## src/rtl/rh_bf_in_cond.sv

```systemverilog
// Input conditioning ahead of the TinyBF core: pad synchronisers, UART RX
// majority filter, control-pin debouncers and start/halt pulse generation.
module rh_bf_in_cond #(
  parameter int unsigned DEB_CYCLES = 250000
) (
  input  logic       clk,
  input  logic       rst_n,
  input  logic [3:0] pad_i,
  output logic [3:0] ui_o
);

  localparam int unsigned CW       = $clog2(DEB_CYCLES + 1);
  localparam int unsigned N_DEB    = 3;
  localparam logic [CW-1:0] CNT_LAST = CW'(DEB_CYCLES - 1);
  localparam logic [3:0]  SYNC_RST = 4'b0001;

  // Debounced channel index: 0 = start, 1 = halt, 2 = prog mode
  localparam int unsigned CH_START = 0;
  localparam int unsigned CH_HALT  = 1;
  localparam int unsigned CH_PROG  = 2;

  logic [3:0]          r_s1;
  logic [3:0]          r_s2;
  logic [2:0]          r_rx_hist;
  logic                r_rx;
  logic [N_DEB-1:0]    r_stb;
  logic [CW-1:0]       r_cnt [N_DEB];
  logic                r_start_pls;
  logic                r_halt_pls;

  logic [N_DEB-1:0]    w_stb_nxt;
  logic [CW-1:0]       w_cnt_nxt [N_DEB];
  logic                w_rx_maj;
  logic                w_start_rise;
  logic                w_halt_rise;
  logic                w_start_pls_nxt;

  // Two-flop synchronisers; RX idles high so bit 0 resets to 1
  always_ff @(posedge clk or negedge rst_n) begin
    if (!rst_n) begin
      r_s1 <= SYNC_RST;
      r_s2 <= SYNC_RST;
    end else begin
      r_s1 <= pad_i;
      r_s2 <= r_s1;
    end
  end

  assign w_rx_maj = (r_rx_hist[0] & r_rx_hist[1]) |
                    (r_rx_hist[1] & r_rx_hist[2]) |
                    (r_rx_hist[0] & r_rx_hist[2]);

  always_ff @(posedge clk or negedge rst_n) begin
    if (!rst_n) begin
      r_rx_hist <= 3'b111;
      r_rx      <= 1'b1;
    end else begin
      r_rx_hist <= {r_rx_hist[1:0], r_s2[0]};
      r_rx      <= w_rx_maj;
    end
  end

  // Debouncer next state: any cycle agreeing with stb restarts qualification
  always_comb begin
    w_stb_nxt = r_stb;
    for (int i = 0; i < N_DEB; i++) begin
      w_cnt_nxt[i] = '0;
      if (r_s2[i+1] != r_stb[i]) begin
        if (r_cnt[i] == CNT_LAST) begin
          w_stb_nxt[i] = r_s2[i+1];
        end else begin
          w_cnt_nxt[i] = r_cnt[i] + CW'(1);
        end
      end
    end
  end

  always_ff @(posedge clk or negedge rst_n) begin
    if (!rst_n) begin
      r_stb <= '0;
      for (int i = 0; i < N_DEB; i++) begin
        r_cnt[i] <= '0;
      end
    end else begin
      r_stb <= w_stb_nxt;
      for (int i = 0; i < N_DEB; i++) begin
        r_cnt[i] <= w_cnt_nxt[i];
      end
    end
  end

  // Pulses align with the stb rise; interlocks look at the post-edge levels
  assign w_start_rise    = w_stb_nxt[CH_START] & ~r_stb[CH_START];
  assign w_halt_rise     = w_stb_nxt[CH_HALT]  & ~r_stb[CH_HALT];
  assign w_start_pls_nxt = w_start_rise & ~w_stb_nxt[CH_PROG] & ~w_stb_nxt[CH_HALT];

  always_ff @(posedge clk or negedge rst_n) begin
    if (!rst_n) begin
      r_start_pls <= 1'b0;
      r_halt_pls  <= 1'b0;
    end else begin
      r_start_pls <= w_start_pls_nxt;
      r_halt_pls  <= w_halt_rise;
    end
  end

  assign ui_o = {r_stb[CH_PROG], r_halt_pls, r_start_pls, r_rx};

endmodule

```

## config.mk

```make
export PLATFORM = sky130hd
export DESIGN_NAME = rh_bf_in_cond
export DESIGN_NICKNAME = d
export VERILOG_FILES = /design/src/rtl/rh_bf_in_cond.sv
export SDC_FILE = /design/constraint.sdc
export NUM_CORES = 1
export LEC_CHECK = 0
export ABC_AREA = 1
export CELL_PAD_IN_SITES_DETAIL_PLACEMENT = 0
export CELL_PAD_IN_SITES_GLOBAL_PLACEMENT = 1
export CORE_MARGIN = 5
export CORE_UTILIZATION = 46
export CTS_CLUSTER_SIZE = 16
export DETAILED_ROUTE_END_ITERATION = 10
export PLACE_DENSITY_LB_ADDON = 0.1
export SLEW_MARGIN = 15
export SYNTH_ARGS = -nofsm -noshare
export SYNTH_HDL_FRONTEND = slang
export SYNTH_SLANG_ARGS = --single-unit
```

## constraint.sdc

```tcl
create_clock -name clk -period 1.7 [get_ports clk]
set_input_delay 0.51 -clock clk [delete_from_list [all_inputs] [get_ports clk]]
set_output_delay 0.51 -clock clk [all_outputs]
set_load 0.05 [all_outputs]
```

# == Word-level counts from Yosys, hierarchy flattened ==
# Cells that the tools add are included.
# W data, S select, Z words.
# totals
ff_bits,71
input_bits,6
elab_cells,44
# classes
n_addsub,3
mux,12
bitwise_logic,13
n_eq_ne,6
# ops
operator,count
$mux W18,6
$add A18 B1 Y18 const B,3
$eq A18 B18 Y1 const B,3
$and A1 B1 Y1,7
$mux W1,6
$not A1 Y1,4
$ne A1 B1 Y1,3
$or A1 B1 Y1,2

# == Depth between registers and ports, before layout ==
# logic_depth
depth_word,6
ltp_mapped,10
depth_no_buf,10

# == Worst setup path before layout ==
# Ideal clock, no wire load.
# synth_path
path_type,register to register
startpoint,reg r_cnt[36] (netlist name)
endpoint,reg r_cnt[49] (netlist name)
stages_incl_launch_ff,10
slack_ns,0.336
t_arrival_ns,1.234
setup_time_ns,0.130
n_path_buf,1
period_less_slack_ns,1.364
path_cell_list,dfrtp_1 > ha_1 > nand2_1 > inv_1 > nand2_1 > nor3_1 > nand2_1 > nand2_1 > buf_2 > nor3_1
# synth_rtl
element,line_no,rtl
"start, declared",27,logic [CW-1:0] r_cnt [N_DEB];
"start signal, assigned by index",87,r_cnt[i] <= w_cnt_nxt[i];

# == Final worst setup path ==
# layout_path
startpoint,reg r_rx
endpoint,out ui_o[0]
# layout_rtl
element,line_no,rtl
"start, declared",25,logic r_rx;
"start signal, assigned",59,r_rx <= w_rx_maj;
"end, declared",9,output logic [3:0] ui_o
# No word-level cell between the ends.

==> metrics <==
Most used DFF post-synth dfrtp_1; Seq/Total Area, Yosys about half; most common cell after layout, fill and taps aside nor2_1; cts hold-fix bufs 0; Post-synth EDFFs 0; Cell Rows 31; IO Count 10; Distinct cells, synth 27; TritonCTS Sinks ~70; critical path required time ~1200 ps; combinational share of power under 10%; r2r startpoint r_cnt[0]$_DFF_PN0_; Mapped Nets approximately 440; CTS H-tree lvls 3; Max Buffers Root-to-Sink 2; Placer Congestion 0.8130; static leakage 1.830 nW; Pins Over Slew Limit 0; largest net degree at the start of global routing 38; RR Endpoint r_cnt[16]$_DFF_PN0_; worst r2r path cells 9; crit path to ui_o[0]; setup ws final 170.1 ps; Via Count ~2700; CTS tree done; worst-margin pin slew approximately 460 ps; global-route wire length before repair approximately 12000 um; Syn-to-layout area delta 14.29%; Worst setup startpoint r_rx$_DFF_PN1_; Syn Inst Count about 430; DR WL/cell 11.61 um; crit path max fanout 1; WS Path Type reg -> out; Final min period ~1500 ps; max frequency 653.6 MHz; CP max stage delay between 500 and 600 ps; slowest CP cell dfstp_2; overall routing resource usage about 15%; critical path data arrival time roughly 1000 ps; vias in the first global route 2549; Hold Path Class in -> async; die width between 90 and 100 um; Sw Ratio 22.58%; Levels on crit path 1; number of port buffers 9; Cell Chain, Critical Path buf_12; core area roughly 7300 um2; share of power burned in registers 52.0%; antenna fix cells 0; Hold Fails Final Rpt 0; Slew HR 68.98%; Final Cycle Share ~90%; fillers roughly 720; Synth async-reset ratio between 90% and 100%; GRT overflow 0; clock latency on the worst-skew pair between 300 and 400 ps; CP endpoint kind output pin; Core Util, Final around 54%; PwrDens 845.1 nW/um2; clk slew on worst S/H paths roughly 80 ps; number of buffers created by CTS 9; clock power share 44.2%; CP bufs+invs 1; Fin Clk Skew 11.72 ps; Mean Syn Cell Area 8.012 um2; Syn Std Cell Area ~3500 um2; delay-heaviest family, CP flip-flops; share of layout cells above drive strength 1 roughly 10%; overall power 0.003358 W; Int Pwr approximately 0.0026 W; nets@finish 462; kind of start point of the critical path flop; initial antenna violation count 0; Ys Warns 0; Max-cap violations 0; Residual DRC 0; endpoints failing setup 0; HPWL after detailed placement approximately 4900 um; Reg2Reg Setup Slack about 190 ps; most frequent cells in the layout nor2_1 (93), nand2_1 (83), dfrtp_1 (65); vias per inst roughly 4.8; initial drt markers slightly below 100; final WL approximately 6500 um; First-pass DRT Iterations 4; NetSw 0.0007583 W; pre-CTS WS ~140 ps; status finished, final reports clean; die area 9397 um2; Initial Utilization 47.68%; Worst VDD drop 0.4530 mV; Die Height around 97 um; Detail Route Antenna Nets 0; Synth Register Bits 71; CTS root buffer clkbuf_8
-- state kept, by name, indices dropped and copies added, names as in the netlist --
name,cells
r_s2,4
r_cnt,54
r_rx,1
r_stb,3
r_s1,4
r_halt_pls,1
r_rx_hist,3
r_start_pls,1
-- kinds of logic (layout without fill, tap and decap cells) --
family          Yosys count  after routing  share of synthesized area (%)
compound gates           14             14                          2.195
xor+xnor                 20             20                          5.038
fa+ha+maj                 4              4                          1.368
buf+inv                  70             94                          8.060
flops                    71             71                          51.31
simple gates            255            255                          32.03
-- worst min-delay path by stage --
stage	from	slack (ps)	endpoint
6_report	rst_n	60	r_cnt[28]$_DFF_PN0_
5_1_grt	rst_n	80	r_cnt[28]$_DFF_PN0_
4_1_cts	rst_n	60	r_cnt[28]$_DFF_PN0_
3_5_place_dp	r_s2[0]$_DFF_PN1_	350	r_rx_hist[0]$_DFF_PN1_
3_3_place_gp	r_s1[2]$_DFF_PN0_	330	r_s2[2]$_DFF_PN0_
2_1_floorplan	rst_n	210	r_cnt[0]$_DFF_PN0_
-- stage by stage --
stage	cells	setup TNS, ps	hold WS (ps)	cell area (um2)
detailed placement	541	0	349.0	3739
floorplan	434	0	214.4	3477
finish	557	0	57.73	3974
global placement	541	0	333.0	3739
global route	557	-20.91	79.67	3974
CTS	557	0	60.10	3959
-- area by class of cell --
type                    count  area [um2]  area share (%)
inverters                  64       240.2           6.045
well taps                  99       123.9           3.117
flip-flops and latches     71        1784           44.90
repair buffers             14       177.7           4.471
multi-input cells         293        1428           35.93
clock inverters             7       96.34           2.424
clock buffers               9       123.9           3.117
-- power groups by stage --
| stage | clock network (W) | logic (W) | registers (W) |
|---|---|---|---|
| after floorplan | 0 | 0.0000584 | 0.00177 |
| after global placement | 0 | 0.000131 | 0.00178 |
| after detailed placement | 0 | 0.000133 | 0.00178 |
| after CTS | 0.00153 | 0.000134 | 0.00175 |
| after global routing | 0.00161 | 0.000152 | 0.00175 |
| final | 0.00148 | 0.000130 | 0.00175 |
-- routing by layer --
metal  GRT usage, %  vias to the layer above  routed length (um)  part of all wire [%]
li1               -                     1387                   -                     -
met1          20.71                     1231                3277                    51
met2          22.77                       35                2909                    45
met3          2.878                        6                 188                   2.9
met4          6.695                        0                  90                   1.4
met5              0                        -                   0                     0
-- cells in the mapped netlist, types with 3 or more instances --
cell type  instances  area [um2]
nand3b_1           3       22.52
nand2_2            5       31.28
dfstp_2            6       157.7
nand3_1           26       130.1
nand2_1           85       319.1
nor2_1            93       349.1
nor2_2             3       18.77
nor3_1            24       120.1
xor2_1            18       157.7
nand4_1           10       62.56
nor3b_1            3       22.52
inv_1             64       240.2
a21oi_1            7       35.03
buf_4              4       30.03
dfrtp_1           65        1627
ha_1               3       37.54
-- repair_timing --
| item | in CTS | in global routing |
|---|---|---|
| buffers inserted | 0 | 0 |
| resized for setup | 0 | 4 |
| endpoints found under the setup margin | 0 | 3 |
(Power assumes the default switching activity.)
